File: config.mk
export PLATFORM = sky130hd
export DESIGN_NAME = program_counter_stack
export DESIGN_NICKNAME = d
export VERILOG_FILES = /design/src/rtl/program_counter_stack.sv
export SDC_FILE = /design/constraint.sdc
export NUM_CORES = 1
export LEC_CHECK = 0
export CAP_MARGIN = 25
export CORE_ASPECT_RATIO = 0.7
export CORE_MARGIN = 1.5
export CORE_UTILIZATION = 53
export DETAILED_ROUTE_END_ITERATION = 7
export PLACE_DENSITY = 0.81
export SLEW_MARGIN = 20
export SYNTH_ARGS = -nofsm -noshare
export SYNTH_HDL_FRONTEND = slang
export SYNTH_SLANG_ARGS = --single-unit
export TNS_END_PERCENT = 5
File: constraint.sdc
create_clock -name clk -period 4.1 [get_ports clk]
set_input_delay 0.615 -clock clk [delete_from_list [all_inputs] [get_ports clk]]
set_output_delay 0.615 -clock clk [all_outputs]
set_load 0.02 [all_outputs]
File: src/rtl/program_counter_stack.sv
// Program counter for the sequencer datapath with relative branching and a
// hardware return-address stack. One command executes per clock edge under a
// fixed priority: clear > ret > call > load > branch > inc > hold.
// Stack misuse (call on full, ret on empty) leaves the PC and stack alone and
// raises a sticky Error that only clear or reset can drop.

module program_counter_stack #(
    parameter int unsigned       WIDTH     = 8,
    parameter int unsigned       STEP      = 1,
    parameter int unsigned       DEPTH     = 4,
    parameter logic [WIDTH-1:0]  RESET_VAL = '0
) (
    input  logic                         clk,
    input  logic                         reset,
    input  logic [WIDTH-1:0]             ResetVal,
    input  logic [WIDTH-1:0]             LoadVal,
    input  logic [WIDTH-1:0]             Offset,
    input  logic                         clear,
    input  logic                         load,
    input  logic                         branch,
    input  logic                         inc,
    input  logic                         call,
    input  logic                         ret,
    output logic [WIDTH-1:0]             PCoutput,
    output logic [$clog2(DEPTH+1)-1:0]   StackDepth,
    output logic                         StackFull,
    output logic                         StackEmpty,
    output logic                         Error
);

    // Depth counter must represent 0..DEPTH inclusive; stack index 0..DEPTH-1.
    localparam int unsigned DW = $clog2(DEPTH + 1);
    localparam int unsigned IW = (DEPTH > 1) ? $clog2(DEPTH) : 1;

    localparam logic [WIDTH-1:0] STEP_W  = WIDTH'(STEP);
    localparam logic [DW-1:0]    DEPTH_W = DW'(DEPTH);
    localparam logic [DW-1:0]    ONE_DW  = DW'(1);

    // Winning command after priority resolution.
    typedef enum logic [2:0] {
        CMD_HOLD,
        CMD_CLEAR,
        CMD_RET,
        CMD_CALL,
        CMD_LOAD,
        CMD_BRANCH,
        CMD_INC
    } cmd_e;

    // Architectural state.
    logic [WIDTH-1:0] pc_q,    pc_d;
    logic [DW-1:0]    depth_q, depth_d;
    logic             err_q,   err_d;

    // Return-address storage; entry depth_q-1 is the top of stack.
    logic [WIDTH-1:0] stack_q [DEPTH];

    cmd_e             cmd;
    logic             full;
    logic             empty;
    logic             push_en;
    logic [IW-1:0]    push_idx;
    logic [IW-1:0]    top_idx;
    logic [WIDTH-1:0] ret_addr;

    // Status decodes taken straight from the registered depth.
    assign full     = (depth_q == DEPTH_W);
    assign empty    = (depth_q == '0);

    // Push lands one above the current top; pop reads the current top.
    // When empty, top_idx wraps to a meaningless slot, but it is never used then.
    assign push_idx = IW'(depth_q);
    assign top_idx  = IW'(depth_q - ONE_DW);
    assign ret_addr = pc_q + STEP_W;

    // Resolve simultaneous commands to the single highest-priority one.
    always_comb begin
        cmd = CMD_HOLD;
        if (clear) begin
            cmd = CMD_CLEAR;
        end else if (ret) begin
            cmd = CMD_RET;
        end else if (call) begin
            cmd = CMD_CALL;
        end else if (load) begin
            cmd = CMD_LOAD;
        end else if (branch) begin
            cmd = CMD_BRANCH;
        end else if (inc) begin
            cmd = CMD_INC;
        end
    end

    // Next-state computation for PC, stack depth, Error and the push strobe.
    always_comb begin
        // NOTE: every combinational output gets a default first so no path
        // through the case below can leave one unassigned and infer a latch.
        pc_d    = pc_q;
        depth_d = depth_q;
        err_d   = err_q;
        push_en = 1'b0;

        unique case (cmd)
            CMD_CLEAR: begin
                pc_d    = ResetVal;
                depth_d = '0;
                err_d   = 1'b0;
            end
            CMD_RET: begin
                if (empty) begin
                    err_d = 1'b1;
                end else begin
                    pc_d    = stack_q[top_idx];
                    depth_d = depth_q - ONE_DW;
                end
            end
            CMD_CALL: begin
                // A call on a full stack is refused outright: no push, no
                // overwrite of the oldest entry, and the PC stays put.
                if (full) begin
                    err_d = 1'b1;
                end else begin
                    push_en = 1'b1;
                    pc_d    = LoadVal;
                    depth_d = depth_q + ONE_DW;
                end
            end
            CMD_LOAD:   pc_d = LoadVal;
            CMD_BRANCH: pc_d = pc_q + Offset;
            CMD_INC:    pc_d = pc_q + STEP_W;
            CMD_HOLD:   ;
            default:    ;
        endcase
    end

    // PC, depth and sticky Error registers with asynchronous reset.
    always_ff @(posedge clk or negedge reset) begin
        if (!reset) begin
            // NOTE: sequential state uses non-blocking assignments so every
            // register samples pre-edge values regardless of statement order.
            pc_q    <= RESET_VAL;
            depth_q <= '0;
            err_q   <= 1'b0;
        end else begin
            pc_q    <= pc_d;
            depth_q <= depth_d;
            err_q   <= err_d;
        end
    end

    // Stack storage written only by a legal call.
    // NOTE: the stack array is deliberately not reset; depth_q alone decides
    // which entries are valid, so clearing the contents would buy nothing.
    always_ff @(posedge clk) begin
        if (push_en) begin
            stack_q[push_idx] <= ret_addr;
        end
    end

    assign PCoutput   = pc_q;
    assign StackDepth = depth_q;
    assign StackFull  = full;
    assign StackEmpty = empty;
    assign Error      = err_q;

endmodule

==> flow_metrics.env, run 1 <==
export IMPL_min_from="Error$_DFFE_PN0P_"
export IMPL_p_int_w=0.000916
export IMPL_gp_congestion=0.849
export IMPL_syn_inst=194
export IMPL_synth_edff_count=32
export IMPL_synth_compound_area_share_pct=15.7
export IMPL_ys_types=47
export IMPL_crit_buf_inv=1
export IMPL_hold_viol=0
export IMPL_switching_share_pct=34.7
export IMPL_slew_headroom_pct=45.6
export IMPL_core_area_um2=4400
export IMPL_crit_type="input port to flip-flop"
export IMPL_grt_overflow=0
export IMPL_post_cts_setup_buffers=0
export IMPL_grt_first_pass_wirelength_mm=9.16
export IMPL_worstMarginPinSlew_ns=0.814
export IMPL_ioPinCount=46
export IMPL_syn_area_per_cell_um2=12.8
export IMPL_r2r_setup_slack_ns=1.61
export IMPL_synth_simple_area_share_pct=12.1
export IMPL_fin_tns_setup_ns=0
export IMPL_clk_pin_slew_ns=0.08
export IMPL_cap_violations=0
export IMPL_synth_mux_area_fraction_pct=9.04
export IMPL_diodes=0
export IMPL_end_kind="flip-flop"
export IMPL_layout_drive_gt1_share_pct=10.7
export IMPL_maxSlewViolCount=0
export IMPL_async_flop_share_pct=27.3
export IMPL_clock_sinks=44
export IMPL_fmax_mhz=390
export IMPL_synthesis_nets=240
export IMPL_yosys_warnings=0
export IMPL_via_count=1855
export IMPL_drt_pass1_iterations=5
export IMPL_timing_rr_start="StackDepth[1]$_DFFE_PN0P_"
export IMPL_synth_top_area_share_pct=38.8
export IMPL_cp_arrival_ns=2.77
export IMPL_yosysTopAreaCell="edfxtp_1"
export IMPL_worstPathCellList="clkdlybuf4s50_1 -> or3_4 -> nor3b_4 -> nand2b_1 -> mux2_2 -> a221oi_1"
export IMPL_synth_xor_area_share_pct=2.83
export IMPL_post_route_period_util_pct=62.6
export IMPL_cts_hold_fix_buffers=0
export IMPL_seq_area_frac_synth_pct=50.9
export IMPL_h_tree_depth=2
export IMPL_crit_required_ns=4.30
export IMPL_start_util_pct=56.2
export IMPL_post_route_util_pct=69.9
export IMPL_hold_path_depth=2
export IMPL_die_y_um=60.2
export IMPL_die_w_um=84.7
export IMPL_grt_antenna_before_repair=0
export IMPL_synth_main_ff_cell="edfxtp_1"
export IMPL_ant_nets=0
export IMPL_path_depth=6
export IMPL_power_frac_seq_pct=42.9
export IMPL_synth_fa_ha_area_share_pct=7.38
export IMPL_viasPerCell=6.20
export IMPL_ir_drop_mv=0.253
export IMPL_cp_max_fo=10
export IMPL_synth_area_leaders="edfxtp_1, dfrtp_1, mux4_2, ha_1, nor2_1"
export IMPL_drt_initial_drc_count=124
export IMPL_powerDensity_nw_per_um2=455
export IMPL_p_leak_nw=1.12
export IMPL_pwr_share_comb_pct=37.4
export IMPL_cts_tree="yes"
export IMPL_setup_viol=0
export IMPL_p_sw_w=0.000486
export IMPL_cts_buffers=5
export IMPL_clock_path_buffers=2
export IMPL_hold_path_class="flip-flop to flip-flop"
export IMPL_min_to="Error$_DFFE_PN0P_"
export IMPL_cp_slowest_cell="clkdlybuf4s50_1"
export IMPL_row_count=20
export IMPL_io_buffers=45
export IMPL_worstSetupStartpointType="input port"
export IMPL_grt_max_degree=16
export IMPL_finClkSkew_ns=0.00827
export IMPL_post_route_min_period_ns=2.57
export IMPL_nNetsFinal=289
export IMPL_track_usage_pct=24.4
export IMPL_synth_top_family_by_area="compound AO/OA/AOI/OAI gates"
export IMPL_rsz0062_at_grt="no"
export IMPL_drc_errors=0
export IMPL_crit_family="simple AND/OR/NAND/NOR gates"
export IMPL_wirelength_mm=5.70
export IMPL_clockPowerShare_pct=19.7
export IMPL_post_dp_hpwl_mm=4.24
export IMPL_fin_total_pwr_w=0.00140
export IMPL_r2r_end="PCoutput[6]$_DFFE_PN0P_"
export IMPL_r2r_cells=6
export IMPL_dieArea_um2=5100
export IMPL_ctsResizeCount=0
export IMPL_outcome="finished clean"
export IMPL_synthesis_area_um2=2480
export IMPL_syn2layout_area_growth_pct=24.4
export IMPL_insertion_delay_ns=0.30
export IMPL_cts_root_buf="clkbuf_8"
export IMPL_wl_per_cell_um=19.1
export IMPL_yosys_register_bits=44
export IMPL_crit_path_max_incr_delay_ns=0.56
export IMPL_grt_pass1_vias=1775
[per-stage QoR]
| step | std cells | worst slack, ns | hold slack (ns) | area, µm² |
|---|---|---|---|---|
| after CTS | 298 | 1.47 | 0.506 | 3070 |
| after detailed placement | 290 | 1.16 | 0.487 | 2980 |
| after global routing | 299 | 1.38 | 0.568 | 3080 |
| after global placement | 290 | 1.25 | 0.498 | 2980 |
| after floorplan | 194 | 1.49 | 0.319 | 2480 |
| final | 299 | 1.53 | 0.500 | 3080 |
[cell usage after synthesis (all sizes together), types with 7 or more instances]
cell type,number
a21oi,7
dfrtp,12
edfxtp,32
ha,13
mux4,8
nand2,8
nor2,15
o21ai,7
[worst reg2reg max path, cell delays in order, from the launching register on]
cell       delay [ns]
dfrtp_1          0.40
inv_1            0.10
ha_1             0.56
mux4_2           0.36
a22o_1           0.19
a2111oi_0        0.56
a221oi_1         0.17
[layout by cell type, fill, tap and decap left out, types with 5 or more instances in the layout]
cell type	netlist	final
a21oi_1	7	7
a22oi_1	5	5
clkbuf_8	0	5
clkdlybuf4s50_1	0	45
dfrtp_1	12	12
edfxtp_1	32	32
ha_1	13	13
inv_1	5	5
mux4_2	8	8
nand2_1	8	8
nand2b_1	5	5
nand3_1	5	5
nor2_1	15	15
o21ai_0	6	6
xnor2_1	5	5
[power by group through the flow]
stage          Sequential, W  Combinational, W  Clock (W)
2_1_floorplan       0.000632          0.000298          0
3_3_place_gp        0.000608          0.000511          0
3_5_place_dp        0.000609          0.000518          0
4_1_cts             0.000599          0.000521   0.000280
5_1_grt             0.000606          0.000569   0.000296
6_report            0.000600          0.000525   0.000276
[metal layers]
layer  track usage (%)  part of all wire [%]  up-vias
li1                  -                     -      868
met5                 0                     0        -
met4              6.45                   1.2        0
met3              6.35                   9.1        8
met2              36.6                    44      103
met1              35.6                    45      876
[how the worst max path moves through the flow]
stage | start | endpoint
2_1_floorplan | StackDepth[0]$_DFFE_PN0P_ | PCoutput[5]$_DFFE_PN0P_
3_3_place_gp | ret | PCoutput[7]$_DFFE_PN0P_
3_5_place_dp | ret | PCoutput[7]$_DFFE_PN0P_
4_1_cts | ret | PCoutput[6]$_DFFE_PN0P_
5_1_grt | ret | PCoutput[6]$_DFFE_PN0P_
6_report | ret | PCoutput[6]$_DFFE_PN0P_
[cell type report]
| class | instances | area, µm² |
|---|---|---|
| clock inverters | 3 | 23.8 |
| clock buffers | 5 | 68.8 |
| multi-input cells | 139 | 1160 |
| well taps | 55 | 68.8 |
| repair buffers | 48 | 473 |
| fillers | 318 | 1330 |
| inverters | 5 | 18.8 |
| flip-flops and latches | 44 | 1260 |
[sequential cells by signal (all words and copies together) (netlist names)]
| register | flops |
|---|---|
| Error | 1 |
| PCoutput | 8 |
| StackDepth | 3 |
| stack_q | 32 |
[logic make-up (layout without fill, tap and decap cells)]
family	count (synthesis)	count (layout)
XOR/XNOR	8	8
adder cells (fa/ha/maj)	14	14
buffers and inverters	11	61
AO/OA/AOI/OAI	53	53
AND/OR/NAND/NOR	52	52
multiplexers	12	12
flip-flops	44	44
Note: power is estimated with default switching activity, not from simulation.
==> run 2: changes to the inputs <==
CORE_UTILIZATION = 52   (was 53)
PLACE_DENSITY = 0.8   (was 0.81)
clock period = 2.7 ns   (was 4.1 ns; I/O delays follow)
==> run 2 against run 1 <==
Effect of this change:
- the run now ends with design-rule violations left
- worst setup slack got worse by 1.2 ns
- critical endpoint unchanged
- clock skew decreased by 0.0035 ns
- die area increased by 1.8%
- non-clock buffer count increased by 7
- core utilization increased by 0.82 points
- global-route usage decreased by 1.2 points
- flip-flop and latch count unchanged
- sequential power increased by 51%
- worst hold slack about the same
- via count decreased by 0.22%
- cell area increased by 2.3%
- cell count increased by 2.3%
==> flow_metrics.env, run 2 (synthesis gave the netlist of run 1 again) <==
export IMPL_row_count=20
export IMPL_cap_violations=0
export IMPL_grt_use_met3_pct=5.44
export IMPL_grt_max_degree=16
export IMPL_wl_per_cell_um=18.3
export IMPL_fmax_mhz=427
export IMPL_diodes=0
export IMPL_cts_tree="yes"
export IMPL_rsz0062_at_grt="no"
export IMPL_ioPinCount=46
export IMPL_crit_type="input port to flip-flop"
export IMPL_final_fill_count=323
export IMPL_r2r_cells=7
export IMPL_post_route_min_period_ns=2.34
export IMPL_post_dp_hpwl_mm=4.12
export IMPL_gp_congestion=0.820
export IMPL_worstSetupStartpointType="input port"
export IMPL_nNetsFinal=296
export IMPL_grt_first_pass_wirelength_mm=8.85
export IMPL_final_cell_mix="clkdlybuf4s50_1, edfxtp_1, nor2_1, ha_1, dfrtp_1"
export IMPL_slew_headroom_pct=57.4
export IMPL_crit_required_ns=2.90
export IMPL_grt_overflow=0
export IMPL_finClkSkew_ns=0.00477
export IMPL_cp_max_fo=3
export IMPL_ctsResizeCount=0
export IMPL_core_area_um2=4450
export IMPL_ant_nets=0
export IMPL_clock_path_buffers=2
export IMPL_post_cts_setup_buffers=0
export IMPL_powerDensity_nw_per_um2=707
export IMPL_drc_errors=4
export IMPL_r2r_end="PCoutput[6]$_DFFE_PN0P_"
export IMPL_maxSlewViolCount=0
export IMPL_fin_cells=306
export IMPL_post_route_period_util_pct=86.7
export IMPL_start_util_pct=55.6
export IMPL_hold_viol=0
export IMPL_syn2layout_area_growth_pct=27.2
export IMPL_track_usage_pct=23.1
export IMPL_failed_checks="design-rule violations"
export IMPL_r2r_setup_slack_ns=0.37
export IMPL_setup_viol=0
export IMPL_grt_pass1_vias=1728
export IMPL_placed_cells=298
export IMPL_cts_hold_fix_buffers=0
export IMPL_die_y_um=60.7
export IMPL_fin_tns_setup_ns=0
export IMPL_layout_drive_gt1_share_pct=12.7
export IMPL_largest_reg_flops=32
export IMPL_use_met2_pct=33.9
export IMPL_io_buffers=45
export IMPL_h_tree_depth=2
export IMPL_worstSetupStartpoint="Offset[0]"
export IMPL_fin_total_pwr_w=0.00223
export IMPL_hold_ws_ns=0.500
export IMPL_p_leak_nw=1.17
export IMPL_drt_pass1_iterations=7
export IMPL_outcome="finished with violations"
export IMPL_via_count=1851
export IMPL_hold_path_class="input port to async pin"
export IMPL_viasPerCell=6.05
export IMPL_dieArea_um2=5190
export IMPL_clk_pin_slew_ns=0.09
export IMPL_insertion_delay_ns=0.29
export IMPL_ir_drop_mv=0.375
export IMPL_drt_initial_drc_count=160
export IMPL_largest_register="stack_q"
export IMPL_layout_commonest_cell="clkdlybuf4s50_1"
export IMPL_timing_rr_start="PCoutput[0]$_DFFE_PN0P_"
export IMPL_clock_sinks=44
export IMPL_cp_arrival_ns=2.54
export IMPL_worstMarginPinSlew_ns=0.637
export IMPL_grt_busiest_layer="met1"
export IMPL_cts_root_buf="clkbuf_8"
export IMPL_cts_buffers=5
export IMPL_grt_antenna_before_repair=0
export IMPL_end_kind="flip-flop"
export IMPL_met1_usage_pct=36.2
export IMPL_wirelength_mm=5.59
export IMPL_die_w_um=85.5
run 2: cell count changes in the layout (fill, tap and decap cells not counted), sizes merged:
cell | before | now
buf | 3 | 10
clkinvlp | 2 | 0
bufinv | 0 | 1
clkinv | 1 | 2
run 2: final cells by class:
class                           count  area [µm²]  area share [%]
Clock buffer                        5        68.8            2.18
Clock inverter                      3        42.5            1.35
Inverter                            5        18.8           0.596
Multi-Input combinational cell    139        1160            37.0
Sequential cell                    44        1260            40.0
Tap cell                           55        68.8            2.18
Timing Repair Buffer               55         526            16.7
run 2: metrics by stage:
| step | instance area (µm²) | setup slack [ns] | utilization (%) |
|---|---|---|---|
| global placement | 3040 | 0.111 | 68.2 |
| global route | 3150 | 0.139 | 70.7 |
| floorplan | 2480 | 0.0923 | - |
| finish | 3150 | 0.359 | 70.7 |
| detailed placement | 3040 | 0.0834 | 68.2 |
| CTS | 3150 | 0.365 | 70.7 |
run 2: worst max-delay path by stage:
stage                               to  slack (ns)
5_1_grt        PCoutput[5]$_DFFE_PN0P_        0.14
3_3_place_gp   PCoutput[6]$_DFFE_PN0P_        0.11
2_1_floorplan  PCoutput[5]$_DFFE_PN0P_        0.09
6_report       PCoutput[6]$_DFFE_PN0P_        0.36
3_5_place_dp   PCoutput[6]$_DFFE_PN0P_        0.08
4_1_cts        PCoutput[6]$_DFFE_PN0P_        0.36
run 2: worst max-delay path, cell delays in order:
cell,delay (ns)
clkdlybuf4s50_1,0.40
ha_1,0.24
fa_1,0.43
a211o_1,0.27
o211ai_1,0.13
a21oi_1,0.11
mux2_2,0.28
a221oi_1,0.26
run 2: per-layer routing:
metal  share of wire [%]  vias to the layer above
met4                0.16                        0
met2                  43                       70
li1                    -                      882
met5                   0                        -
met3                 8.1                        2
met1                  49                      897
run 2: where the power goes:
group / leakage [nW] / switching (W) / total (W) / internal (W)
Combinational: 0.682 / 0.000428 / 0.000813 / 0.000386
Clock: 0.0558 / 0.000231 / 0.000505 / 0.000274
Sequential: 0.434 / 0.0000721 / 0.000908 / 0.000836
Total: 1.17 / 0.000731 / 0.00223 / 0.00150
==> run 3: changes to the inputs <==
REMOVE_ABC_BUFFERS = 1   (was default)
TNS_END_PERCENT = 20   (was 5)
==> run 3 against run 2 <==
Effect of this change:
- the run still ends with design-rule violations left
- total power is 0.88% higher
- worst setup slack worse by 0.012 ns
- critical path depth stayed put
- non-clock buffer count is 1 higher
- flip-flop and latch count stayed put
- critical endpoint unchanged
- combinational power hardly changed
==> flow_metrics.env, run 3 (synthesis gave the netlist of run 1 again) <==
export IMPL_outcome="finished with violations"
export IMPL_failed_checks="design-rule violations"
export IMPL_post_cts_setup_buffers=0
export IMPL_dieArea_um2=5190
export IMPL_post_route_period_util_pct=87.1
export IMPL_finClkSkew_ns=0.00821
export IMPL_wl_met3_um=499
export IMPL_maxSlewViolCount=0
export IMPL_layout_commonest_cell="clkdlybuf4s50_1"
export IMPL_wl_met1_mm=2.63
export IMPL_slew_headroom_pct=56.5
export IMPL_setup_viol=0
export IMPL_viasPerCell=6.20
export IMPL_r2r_end="PCoutput[6]$_DFFE_PN0P_"
export IMPL_worstSetupStartpointType="input port"
export IMPL_layout_drive_gt1_share_pct=13.5
export IMPL_grt_max_degree=16
export IMPL_rsz0062_at_grt="no"
export IMPL_die_y_um=60.7
export IMPL_cts_buffers=5
export IMPL_via_count=1903
export IMPL_worstMarginPinSlew_ns=0.650
export IMPL_cts_tree="yes"
export IMPL_track_usage_pct=23.3
export IMPL_nNetsFinal=297
export IMPL_largest_reg_flops=32
export IMPL_clock_sinks=44
export IMPL_post_route_min_period_ns=2.35
export IMPL_clk_pin_slew_ns=0.09
export IMPL_worstSetupStartpoint="Offset[0]"
export IMPL_crit_type="input port to flip-flop"
export IMPL_ioPinCount=46
export IMPL_syn2layout_area_growth_pct=27.7
export IMPL_fin_tns_setup_ns=0
export IMPL_wl_met2_mm=2.53
export IMPL_hold_path_class="input port to async pin"
export IMPL_core_area_um2=4450
export IMPL_cap_violations=0
export IMPL_cts_hold_fix_buffers=0
export IMPL_cts_root_buf="clkbuf_8"
export IMPL_drc_errors=4
export IMPL_drt_pass1_iterations=7
export IMPL_post_dp_hpwl_mm=4.28
export IMPL_die_w_um=85.5
export IMPL_cp_max_fo=3
export IMPL_r2r_setup_slack_ns=0.35
export IMPL_fmax_mhz=425
export IMPL_end_kind="flip-flop"
export IMPL_timing_rr_start="PCoutput[0]$_DFFE_PN0P_"
export IMPL_gp_congestion=0.849
export IMPL_p_leak_nw=1.18
export IMPL_grt_overflow=0
export IMPL_largest_register="stack_q"
export IMPL_hold_viol=0
export IMPL_grt_pass1_vias=1767
export IMPL_highest_layer="met4"
export IMPL_ant_nets=0
export IMPL_drt_initial_drc_count=169
export IMPL_grt_first_pass_wirelength_mm=8.81
export IMPL_h_tree_depth=2
export IMPL_cp_arrival_ns=2.55
export IMPL_ir_drop_mv=0.414
export IMPL_clock_path_buffers=2
export IMPL_start_util_pct=55.6
export IMPL_insertion_delay_ns=0.30
export IMPL_diodes=0
export IMPL_placed_cells=299
export IMPL_wl_per_cell_um=18.5
export IMPL_powerDensity_nw_per_um2=710
export IMPL_row_count=20
export IMPL_crit_required_ns=2.90
export IMPL_io_buffers=45
export IMPL_wirelength_mm=5.68
export IMPL_grt_antenna_before_repair=0
export IMPL_ctsResizeCount=0
export IMPL_r2r_cells=7
export IMPL_final_cell_mix="clkdlybuf4s50_1, edfxtp_1, nor2_1, ha_1, dfrtp_1"
export IMPL_fin_cells=307
[run 3: cell types whose count changed in the layout (fill, tap and decap cells not counted)]
cell / previous run / this run
clkinvlp_4: 0 / 1
inv_6: 0 / 1
clkinv_1: 1 / 0
buf_4: 10 / 11
clkinv_4: 1 / 0
[run 3: where the power goes]
| part | internal (W) | switching, W |
|---|---|---|
| clock network | 0.000279 | 0.000241 |
| registers | 0.000836 | 0.0000747 |
| logic | 0.000386 | 0.000430 |
[run 3: worst max-delay path: stages]
cell and delay, ns:
clkdlybuf4s50_1 0.41, ha_1 0.24, fa_1 0.42, a211o_1 0.27, o211ai_1 0.15, a21oi_1 0.12
mux2_2 0.28, a221oi_1 0.25
[run 3: area by class of cell]
class / instances / area, µm²
Fill cell: 333 / 1290
Sequential cell: 44 / 1260
Multi-Input combinational cell: 139 / 1160
Timing Repair Buffer: 56 / 533
Clock buffer: 5 / 68.8
Tap cell: 55 / 68.8
Clock inverter: 3 / 46.3
Inverter: 5 / 18.8
[run 3: worst max-delay path by stage]
stage	endpoint	slack (ns)	depth (start not counted)
after global routing	PCoutput[5]$_DFFE_PN0P_	0.27	7
after detailed placement	PCoutput[5]$_DFFE_PN0P_	0.06	7
final	PCoutput[6]$_DFFE_PN0P_	0.35	8
after CTS	PCoutput[5]$_DFFE_PN0P_	0.37	7
after floorplan	PCoutput[5]$_DFFE_PN0P_	0.15	6
after global placement	PCoutput[6]$_DFFE_PN0P_	0.10	8
[run 3: stage by stage]
stage | hold slack (ns) | utilization (%) | total power, W | area [µm²] | setup slack, ns
detailed placement | 0.507 | 68.4 | 0.00173 | 3050 | 0.0602
CTS | 0.512 | 71.0 | 0.00225 | 3160 | 0.373
global route | 0.532 | 71.0 | 0.00235 | 3160 | 0.273
finish | 0.493 | 71.0 | 0.00225 | 3160 | 0.348
floorplan | 0.109 | - | 0.00140 | 2440 | 0.146
global placement | 0.498 | 68.4 | 0.00172 | 3050 | 0.102
[run 3: per-layer routing]
metal,vias to the layer above,track usage (%)
met4,0,5.76
met5,-,0
met2,100,36.2
met1,917,34.1
met3,2,5.03
li1,884,-
